### src/rtl/sdram_frame_read_ctrl.sv
// Reads one video frame from SDRAM as Avalon-MM bursts into the frame FIFO.
// Bursts are issued only when FIFO credit covers the new burst plus all words still in flight.
`timescale 1ns/1ps
module sdram_frame_read_ctrl #(
  parameter int ADDR_W      = 27,
  parameter int BURST_LEN   = 8,
  parameter int FIFO_DEPTH  = 256,
  parameter int FRAME_BASE  = 0,
  parameter int FRAME_WORDS = 259200
) (
  input  logic              sdram_clk,
  input  logic              rst_n,
  input  logic              frame_ready_i,
  input  logic              stop_i,
  input  logic [8:0]        fifo_wrusedw_i,
  output logic [ADDR_W-1:0] sdram_address_o,
  output logic [7:0]        sdram_burstcount_o,
  output logic              sdram_read_o,
  input  logic              sdram_waitrequest_i,
  input  logic              sdram_readdatavalid_i,
  output logic              busy_o,
  output logic              frame_done_o,
  output logic [8:0]        outstanding_o
);

  typedef enum logic [2:0] {ST_IDLE, ST_CHECK, ST_ISSUE, ST_DRAIN, ST_DONE} state_t;

  localparam logic [ADDR_W-1:0] BASE_C     = ADDR_W'(FRAME_BASE);
  localparam logic [ADDR_W-1:0] WORDS_C    = ADDR_W'(FRAME_WORDS);
  localparam logic [ADDR_W-1:0] BLEN_MAX_C = ADDR_W'(BURST_LEN);
  localparam logic [7:0]        BLEN_C     = 8'(BURST_LEN);
  localparam logic [9:0]        DEPTH_C    = 10'(FIFO_DEPTH);

  state_t            state_q, state_d;
  logic [ADDR_W-1:0] next_addr_q, next_addr_d;
  logic [ADDR_W-1:0] remaining_q, remaining_d;
  logic [ADDR_W-1:0] addr_q, addr_d;
  logic [7:0]        bcount_q, bcount_d;
  logic              read_q, read_d;
  logic [8:0]        outst_q, outst_d;
  logic              stop_q, stop_d;

  logic [7:0] blen;
  logic       stop_seen;
  logic       accept;
  logic       credit_ok;
  logic       rdv_eff;

  // Compare at full address width so a large remaining count cannot alias into 8 bits.
  assign blen      = (remaining_q < BLEN_MAX_C) ? remaining_q[7:0] : BLEN_C;
  assign stop_seen = stop_q | stop_i;
  assign accept    = read_q & ~sdram_waitrequest_i;
  assign credit_ok = ({1'b0, fifo_wrusedw_i} + {1'b0, outst_q} + {2'b00, blen}) <= DEPTH_C;
  assign rdv_eff   = sdram_readdatavalid_i & (outst_q != 9'd0);
  assign outst_d   = outst_q + (accept ? {1'b0, bcount_q} : 9'd0) - {8'd0, rdv_eff};

  always_comb begin
    state_d     = state_q;
    next_addr_d = next_addr_q;
    remaining_d = remaining_q;
    addr_d      = addr_q;
    bcount_d    = bcount_q;
    read_d      = read_q;
    stop_d      = (state_q == ST_IDLE) ? 1'b0 : stop_seen;
    case (state_q)
      ST_IDLE: begin
        next_addr_d = BASE_C;
        remaining_d = WORDS_C;
        if (frame_ready_i) state_d = ST_CHECK;
      end
      ST_CHECK: begin
        if (stop_seen || remaining_q == '0) begin
          state_d = ST_DRAIN;
        end else if (credit_ok) begin
          addr_d   = next_addr_q;
          bcount_d = blen;
          read_d   = 1'b1;
          state_d  = ST_ISSUE;
        end
      end
      ST_ISSUE: begin
        // Request stays up until accepted; a stop here is only honoured back in CHECK.
        if (accept) begin
          read_d      = 1'b0;
          next_addr_d = next_addr_q + ADDR_W'(bcount_q);
          remaining_d = remaining_q - ADDR_W'(bcount_q);
          state_d     = ST_CHECK;
        end
      end
      ST_DRAIN: begin
        if (outst_q == 9'd0) state_d = ST_DONE;
      end
      ST_DONE: begin
        stop_d  = 1'b0;
        state_d = ST_IDLE;
      end
      default: state_d = ST_IDLE;
    endcase
  end

  always_ff @(posedge sdram_clk or negedge rst_n) begin
    if (!rst_n) begin
      state_q     <= ST_IDLE;
      next_addr_q <= BASE_C;
      remaining_q <= WORDS_C;
      addr_q      <= BASE_C;
      bcount_q    <= 8'd0;
      read_q      <= 1'b0;
      outst_q     <= 9'd0;
      stop_q      <= 1'b0;
    end else begin
      state_q     <= state_d;
      next_addr_q <= next_addr_d;
      remaining_q <= remaining_d;
      addr_q      <= addr_d;
      bcount_q    <= bcount_d;
      read_q      <= read_d;
      outst_q     <= outst_d;
      stop_q      <= stop_d;
    end
  end

  assign sdram_address_o    = addr_q;
  assign sdram_burstcount_o = bcount_q;
  assign sdram_read_o       = read_q;
  assign busy_o             = (state_q != ST_IDLE);
  assign frame_done_o       = (state_q == ST_DONE);
  assign outstanding_o      = outst_q;

endmodule

### config.mk
export PLATFORM = sky130hd
export DESIGN_NAME = sdram_frame_read_ctrl
export DESIGN_NICKNAME = d
export VERILOG_FILES = /design/src/rtl/sdram_frame_read_ctrl.sv
export SDC_FILE = /design/constraint.sdc
export NUM_CORES = 1
export LEC_CHECK = 0
export CORE_MARGIN = 4
export CORE_UTILIZATION = 40
export CTS_CLUSTER_SIZE = 16
export DETAILED_ROUTE_END_ITERATION = 16
export HOLD_SLACK_MARGIN = 0.06
export PLACE_DENSITY = 0.62
export RECOVER_POWER = 25
export SYNTH_ARGS = -nofsm -noshare
export SYNTH_HDL_FRONTEND = slang
export SYNTH_SLANG_ARGS = --single-unit
### constraint.sdc
create_clock -name sdram_clk -period 6.2 [get_ports sdram_clk]
set_input_delay 0.62 -clock sdram_clk [delete_from_list [all_inputs] [get_ports sdram_clk]]
set_output_delay 0.62 -clock sdram_clk [all_outputs]
set_load 0.03 [all_outputs]
* Word-level counts from Yosys, hierarchy flattened *
Index checks and enable logic that the tools add are counted.

word-level totals
  logic and storage cells = 61
  memories kept = 0
  latch bits = 0
  bits in read-only memories = 0
  input bits = 15
  register bits = 103
  output and inout bits = 47
  memory bits (writable) = 0

operators by class
  $mul = 0
  reduce and logical (&&, ||, !) cells = 12
  $add $sub $neg = 6
  bitwise gates (word level) = 5
  order comparisons = 2
  eq/ne operators = 10
  shift operators = 0
  muxes and demuxes = 18
  divide/modulo/power cells = 0

operators by type and width
  kind                                                              count
  one-hot mux 27 bit (2 select lines)                               2
  2-to-1 mux 27 bit                                                 2
  adder 27 x 8 -> 27 bit                                            1
  logical NOT 27 bit                                                1
  less-than comparator 27 x 4 -> 1 bit (second input constant)      1
  subtractor 27 x 8 -> 27 bit                                       1
  2-to-1 mux 8 bit                                                  2
  2-to-1 mux 3 bit                                                  5
  one-hot mux 3 bit (4 select lines)                                1
  adder 10 x 8 -> 10 bit                                            1
  adder 9 x 9 -> 10 bit                                             1
  less-or-equal comparator 10 x 9 -> 1 bit (second input constant)  1
  inequality test 2 bit (second input constant)                     5
  adder 9 x 8 -> 9 bit                                              1
  logical NOT 9 bit                                                 1
  nonzero test 9 bit                                                1
  subtractor 9 x 1 -> 9 bit                                         1
  AND reduction 4 bit                                               2
  == test 3 x 2 -> 1 bit (second input constant)                    2
  2-to-1 mux 1 bit                                                  5
  nonzero test 2 bit                                                2
  == test 3 x 1 -> 1 bit (second input constant)                    1
  == test 3 bit (second input constant)                             1
  logical NOT 3 bit                                                 1
  other kinds (9)                                                   11

* Longest topological paths before layout *
Gate-level depths: netlist of the first run.

  depth in word-level cells = 7
  gate-level depth with buffers = 18
  gate-level depth less buffers = 17

* Least setup slack after synthesis of the first run *
No wires, ideal clock.

  path kind = reg2reg
  start = register remaining_q[20]
  end = register addr_q[10] (netlist: sdram_address_o[10])
  setup slack = 1789 ps
  setup time = 125 ps
  required time = 6075 ps
  period minus slack after synthesis = 4411 ps
  arrival time = 4286 ps
  path buffers = 1
  cell stages (with the launch flop) = 18
  path through = dfrtp_1 or4_4 nand2b_4 or3_4 nor3_4 and2_2 fa_1 ha_1 inv_1 fa_1 nor2b_1 o2111ai_1 nand2_1 o41ai_1 xor2_1 nand4_4 buf_12 mux2_4

between the ends
  word-level cells in the longest chain between the ends = 5
  elaborated cells on any way between the ends = 8
  those cells by class = add/sub (1); order compare (2); mux (1); bitwise (1); reduce/logical (3)

ends and longest elaborated chain
  what                                      RTL line  text
  start: declaration                        36        logic [ADDR_W-1:0] remaining_q, remaining_d;
  start signal: assignment                  114       remaining_q <= remaining_d;
  less-than comparator 27 x 4 -> 1 bit      50        assign blen = (remaining_q < BLEN_MAX_C) ? remaining_q[7:0] : BLEN_C;
  2-to-1 mux 8 bit                          50
  via blen[1]                               43        logic [7:0] blen;
  adder 10 x 8 -> 10 bit                    53        assign credit_ok = ({1'b0, fifo_wrusedw_i} + {1'b0, outst_q} + {2'b00, blen}) <= DEPTH_C;
  less-or-equal comparator 10 x 9 -> 1 bit  53
  AND reduction 3 bit (no source line)      --
  end signal: assignment                    115       addr_q <= addr_d;
  end: declaration                          37        logic [ADDR_W-1:0] addr_q, addr_d;

The timed path passes the listed nets, and every way through them passes these cells.
A chain may end at the register's enable or synchronous reset.

* Worst setup path in the final report of the first run *
  start = register remaining_q[20]
  end = register addr_q[3] (netlist: sdram_address_o[3])

The elaborated chain is that of the path after synthesis.

==> impl_metrics.yaml, run 1 <==
outcome:
  status: "finished with violations"
  failed_checks: "max-capacitance violations, max-slew violations"
pwr:
  ir_worst_vdd_v: 0.000237
  design_power_total_w: 0.00257
  total_leakage_power_nw: 3.36
  powerDensity_nw_per_um2: 351
logic_synthesis:
  synthSimpleGateAreaFrac_pct: 15.6
  synth-edff-count: 0
  synthesis.area_per_instance_um2: 10.4
  synth_async_sr_flop_share_pct: 100
  synth_area_um2: 6210
  seq_area_frac_synth_pct: 41.7
  post_synth_mux_area_share_pct: 7.05
  largest_family_of_logic_cells_by_synthesized_area: "simple AND/OR/NAND/NOR gates"
  top_post_synthesis_cells_by_count: "dfrtp_1 (95), inv_1 (52), nand2_1 (49)"
  synth-adder-area-share_pct: 12.1
  post-synth-top-area-cell: "dfrtp_1"
  synth_top_cell_area_share_pct: 38.3
  syn_inst: 596
  synthesis_warnings: 0
  synth_compound_area_share_pct: 12.3
  synth_xor_area_share_pct: 6.63
  ys_types: 65
  flop_and_latch_count_out_of_synthesis: 103
  synth.area.top_cells: "dfrtp_1 (38%), ha_1 (8.3%), mux2_4 (5.8%), xnor2_1 (4.4%), fa_1 (3.9%)"
  synth.most_common_cell: "dfrtp_1"
  postSynth.topFlopCell: "dfrtp_1"
floorplan:
  fp.coreArea_um2: 15200
  die_h_um: 133
  placementRows: 45
  pin_count: 62
  dieArea_um2: 17600
  initial_utilization_pct: 40.9
  die_x_extent_um: 133
drt:
  total_number_of_vias: 4532
  drt.antenna.violating_nets: 0
  detail_route.first_pass.iterations: 4
  drcViolationCount: 0
  dr_wl_cell_um: 16.0
  via_per_inst: 5.28
  dr.first_iter.drc_count: 272
  postRouteWirelength_um: 13700
timing:
  final_min_period_over_clock_period_pct: 78.6
  drv_slew: 56
  maximum_clock_frequency_mhz: 205
  worst_clock_skew_ns: 0.00802
  grt_setup_unrepaired: "no"
  worst-slew-pin-transition_ns: 2.79
  final.min_clock_period_ns: 4.87
  setup_viol_count_final: 0
  finalHoldViolCount: 0
  totalNegativeSetupSlack_ns: 0
  timing.max_slew.rel_slack_pct: -86.1
setup_path:
  kind_of_capture_point_of_the_worst_setup_path: "register"
  worstPathArrival_ns: 5.11
  cp.required_ns: 6.44
  critical_path.max_fanout: 36
  critical_path.reg2reg.endpoint: "sdram_address_o[3]"
  critPathKind: "register to register"
  ff2ff_path_depth: 17
  crit_path_start_kind: "register"
  setup.reg_to_reg.worst_slack_ns: 1.33
  critical_path.reg2reg.startpoint: "remaining_q[20]"
worst_hold_path:
  timing.hold.worst.start: "sdram_address_o[15]"
  min_path_type: "register to register"
  holdPathEnd: "sdram_address_o[15]"
  hold_depth: 1
grt:
  antenna_found_initial: 0
  groute.usage.overall_pct: 16.4
  grt-ovfl-total: 0
  maximum_number_of_pins_on_one_net_before_global_route_repair: 56
  grt_pass1_vias: 4585
  grt_first_pass_wirelength_um: 23400
place:
  place.gp.congestion: 0.869
  number_of_buffers_added_on_ports: 61
  hpwlAfterDp_um: 10400
  place_inst: 842
clock_tree:
  clock_slew_at_reported_path_ffs_ns: 0.08
  post_cts_hold_buffer_count: 0
  clk_lat_worst_skew_ns: 0.36
  number_of_buffers_created_by_cts: 9
  clock_sink_count: 103
  cts_repair_resize_count: 0
  clock_tree.root_cell: "clkbuf_16"
  tritoncts: "built"
  ctsLongestPathBuffers: 2
  cts.repair_timing.setup_buffer_count: 0
  h_tree_depth_reported_by_cts: 3
layout:
  final_net_count: 733
  drive_above_1_share_pct: 12.7
  post_layout_nonfiller_instances: 858
  antenna_cells: 0
  layout_area_growth_over_synthesis_pct: 18.1
  nFillCells: 1428
run:
  drv.max_cap_violation_count: 1
flip-flops by register name, summed over array words and instances, names as in the netlist:
name,cells
sdram_read_o,1
remaining_q,27
stop_q,1
outstanding_o,9
sdram_address_o,27
next_addr_q,27
state_q,3
sdram_burstcount_o,8
power breakdown:
group / switching, W / leakage [nW] / internal, W
sequential: 0.000105 / 1.37 / 0.000753
combinational: 0.000646 / 1.83 / 0.000469
clock: 0.000278 / 0.155 / 0.000323
total: 0.00103 / 3.36 / 0.00155
cells in the final DEF (no fill, tap or decap), drive strengths merged, types with 5 or more instances in the layout:
cell	n
nand3	16
ha	41
o21bai	6
and2	7
clkdlybuf4s50	59
a211oi	9
nand4	7
dfstp	8
nand2	49
xnor2	31
fa	12
or3	13
a21o	8
o21ai	31
xor2	16
or4	6
nor3	16
inv	56
nor2	41
a21oi	29
o2111ai	5
dfrtp	95
nand2b	6
nor4	6
clkbuf	11
mux2	30
metrics by stage:
step	hold slack [ns]	worst slack, ns	area [µm²]	util (%)
2_1_floorplan	0.324	1.79	6220	-
3_3_place_gp	0.493	1.43	7030	46.2
3_5_place_dp	0.498	1.28	7030	46.2
4_1_cts	0.318	1.27	7340	48.3
5_1_grt	0.530	0.963	7330	48.2
6_report	0.513	1.33	7330	48.2
per-layer routing:
| metal | global-route usage [%] | vias to the layer above | part of all wire, % | wire (µm) |
|---|---|---|---|---|
| li1 | - | 2238 | - | - |
| met1 | 22.4 | 2223 | 49 | 6670 |
| met2 | 26.9 | 57 | 47 | 6490 |
| met3 | 2.02 | 14 | 2.3 | 313 |
| met4 | 5.89 | 0 | 1.6 | 224 |
| met5 | 0 | - | 0 | 0 |
critical path: stages, from the launching register on:
cell	delay, ns
dfrtp_1	0.42
or4_4	0.53
nand2b_4	0.16
or3_4	0.35
nor3_4	0.23
and2_2	0.21
fa_1	0.41
ha_1	0.22
inv_1	0.07
fa_1	0.20
nor2b_1	0.07
o2111ai_1	0.24
nand2_1	0.09
o41ai_1	0.32
xor2_1	0.20
nand4_4	0.13
buf_4	0.47
mux2_2	0.40
area by class of cell:
type | count | area, µm² | area share, %
tap | 188 | 235 | 3.21
multi-input combinational | 432 | 3360 | 45.8
clock buffer | 9 | 225 | 3.07
inverter | 53 | 199 | 2.71
clock inverter | 7 | 88.8 | 1.21
sequential | 103 | 2590 | 35.3
timing repair buffer | 66 | 639 | 8.72
kinds of logic (layout without fill, tap and decap cells):
family,after synthesis,count (layout)
simple gates,183,183
compound gates,114,114
flops,103,103
buf+inv,64,135
fa+ha+maj,53,53
xor+xnor,47,47
mux,31,31
other cells,1,4
how the worst max path moves through the flow:
stage / to / slack (ns) / start
2_1_floorplan: sdram_address_o[10] / 1.79 / remaining_q[20]
3_3_place_gp: sdram_address_o[3] / 1.43 / remaining_q[20]
3_5_place_dp: sdram_address_o[2] / 1.28 / remaining_q[20]
4_1_cts: sdram_address_o[0] / 1.27 / remaining_q[20]
5_1_grt: sdram_address_o[0] / 0.96 / remaining_q[9]
6_report: sdram_address_o[3] / 1.33 / remaining_q[20]
Note: power is estimated with default switching activity, not from simulation.
==> inputs of run 2 (changes only) <==
clock period = 4.5 ns   (was 6.2 ns; I/O delays follow)
==> impl_metrics.yaml, run 2 (synthesis gave the netlist of run 1 again) <==
setup_path:
  critical_path.reg2reg.endpoint: "sdram_address_o[6]"
  crit_path_start_kind: "register"
  kind_of_capture_point_of_the_worst_setup_path: "register"
  cp.required_ns: 4.74
  worstSetupEndpoint: "sdram_address_o[6]"
  setup.reg_to_reg.worst_slack_ns: -0.05
  critical_path.max_fanout: 11
  ff2ff_path_depth: 17
  critical_path.startpoint: "remaining_q[22]"
  critical_path.reg2reg.startpoint: "remaining_q[22]"
  critPathKind: "register to register"
  worstPathArrival_ns: 4.79
grt:
  grt_pass1_vias: 4801
  grt_first_pass_wirelength_um: 24300
  grt-ovfl-total: 0
  antenna_found_initial: 0
  maximum_number_of_pins_on_one_net_before_global_route_repair: 79
  groute.usage.overall_pct: 17.2
place:
  place.gp.congestion: 0.859
  number_of_buffers_added_on_ports: 61
  hpwlAfterDp_um: 10500
timing:
  final.min_clock_period_ns: 4.55
  totalNegativeSetupSlack_ns: -0.679
  worst_clock_skew_ns: 0.00743
  worst-slew-pin-transition_ns: 1.94
  maximum_clock_frequency_mhz: 220
  timing.final.ws_setup_ns: -0.0524
  finalHoldViolCount: 0
  timing.max_slew.rel_slack_pct: -29.4
  grt_setup_unrepaired: "yes"
  final_min_period_over_clock_period_pct: 101
  drv_slew: 79
  setup_viol_count_final: 20
floorplan:
  placementRows: 45
  fp.coreArea_um2: 15200
  initial_utilization_pct: 40.9
  dieArea_um2: 17600
  die_x_extent_um: 133
  die_h_um: 133
  pin_count: 62
layout:
  final_net_count: 752
  utilization_pct: 49.8
  antenna_cells: 0
  mostFrequentLayoutCells: "dfrtp_1 (95), clkdlybuf4s50_1 (60), inv_1 (50), nand2_1 (49)"
  nFillCells: 1351
  layout_area_growth_over_synthesis_pct: 21.9
  layout_commonest_cell: "dfrtp_1"
  drive_above_1_share_pct: 16.5
drt:
  drt.antenna.violating_nets: 0
  dr_wl_cell_um: 16.4
  detail_route.first_pass.iterations: 4
  total_number_of_vias: 4626
  dr.first_iter.drc_count: 239
  via_per_inst: 5.27
  drcViolationCount: 0
  postRouteWirelength_um: 14400
outcome:
  status: "finished with violations"
  failed_checks: "max-capacitance violations, max-slew violations, negative setup slack"
pwr:
  seq_power_share_pct: 32.2
  ir_worst_vdd_v: 0.000315
  power.clock.fraction_pct: 21.9
  powerDensity_nw_per_um2: 484
  p_int_w: 0.00221
  total_leakage_power_nw: 3.48
  p_sw_share_pct: 39.7
  power.share.combinational_pct: 45.9
  total_switching_power_w: 0.00145
clock_tree:
  clock_slew_at_reported_path_ffs_ns: 0.07
  number_of_buffers_created_by_cts: 9
  clock_sink_count: 103
  h_tree_depth_reported_by_cts: 3
  ctsLongestPathBuffers: 2
  clk_lat_worst_skew_ns: 0.36
  tritoncts: "built"
  clock_tree.root_cell: "clkbuf_16"
worst_hold_path:
  min_path_type: "register to register"
run:
  drv.max_cap_violation_count: 1
## run 2: cell count changes in the layout (fill, tap and decap cells not counted), sizes merged
cell / change
dlygate4sd3: -1
inv: -1
clkbuf: +1
buf: +19
bufbuf: +1
clkinvlp: +1
clkdlybuf4s50: +1
clkinv: -2
## run 2: worst max-delay path, stage by stage (launching register included)
cell	delay [ns]
dfrtp_1	0.38
or4_4	0.53
nand2b_4	0.15
or3_4	0.35
nor3_4	0.24
and2_4	0.20
fa_1	0.41
ha_2	0.21
inv_2	0.05
fa_2	0.21
nor2b_2	0.06
o2111ai_2	0.18
nand3b_1	0.12
xor2_1	0.16
o32ai_2	0.38
nand4_4	0.19
bufbuf_16	0.33
mux2_4	0.29
## run 2: cell type report
class,count,area (µm²),area share [%]
inverter,53,199,2.63
clock inverter,5,63.8,0.843
sequential,103,2590,34.2
timing repair buffer,85,855,11.3
clock buffer,11,233,3.07
tap,188,235,3.11
multi-input combinational,432,3400,44.9
## run 2: worst min path at each step
stage                             from            endpoint  slack [ns]  cells after the start
floorplan                        rst_n      next_addr_q[0]        0.15                      0
global placement    sdram_address_o[3]  sdram_address_o[3]        0.49                      1
detailed placement              stop_q              stop_q        0.50                      1
CTS                              rst_n      next_addr_q[2]        0.30                      1
global route        sdram_address_o[6]  sdram_address_o[6]        0.53                      1
finish              sdram_address_o[1]  sdram_address_o[1]        0.51                      1
## run 2: power by group through the flow
stage          combinational [W]  sequential [W]  clock [W]
2_1_floorplan            0.00108         0.00124          0
3_3_place_gp             0.00156         0.00119          0
3_5_place_dp             0.00161         0.00120          0
4_1_cts                  0.00166         0.00118   0.000825
5_1_grt                  0.00188         0.00119   0.000852
6_report                 0.00168         0.00118   0.000801
## run 2: timing repair
| item | CTS | global route |
|---|---|---|
| resized for setup | 12 | 6 |
| setup buffers | 6 | 1 |
| endpoints found under the setup margin | 34 | 37 |
| hold buffers | 0 | 0 |
| cloned | 2 | 0 |
| pin swaps | 3 | 2 |
## run 2: per-layer routing
layer  part of all wire, %  vias to the layer above  wire length, µm  global-route usage [%]
met5                     0                        -                0                       0
met2                    48                       77             6900                    27.8
met3                   3.6                       15              523                    2.66
met1                    47                     2255             6710                    23.0
li1                      -                     2279                -                       -
met4                   1.8                        0              264                    7.04
## run 2: metrics by stage
stage                     area [µm²]  worst slack, ns  instances  total power [W]  hold slack [ns]
after floorplan                 6220           0.0891        599          0.00232            0.154
after global placement          7130          -0.0279        853          0.00276            0.495
after detailed placement        7130           -0.118        853          0.00281            0.501
after CTS                       7560           -0.102        877          0.00367            0.298
after global routing            7570           -0.221        877          0.00392            0.529
final                           7570          -0.0524        877          0.00366            0.507
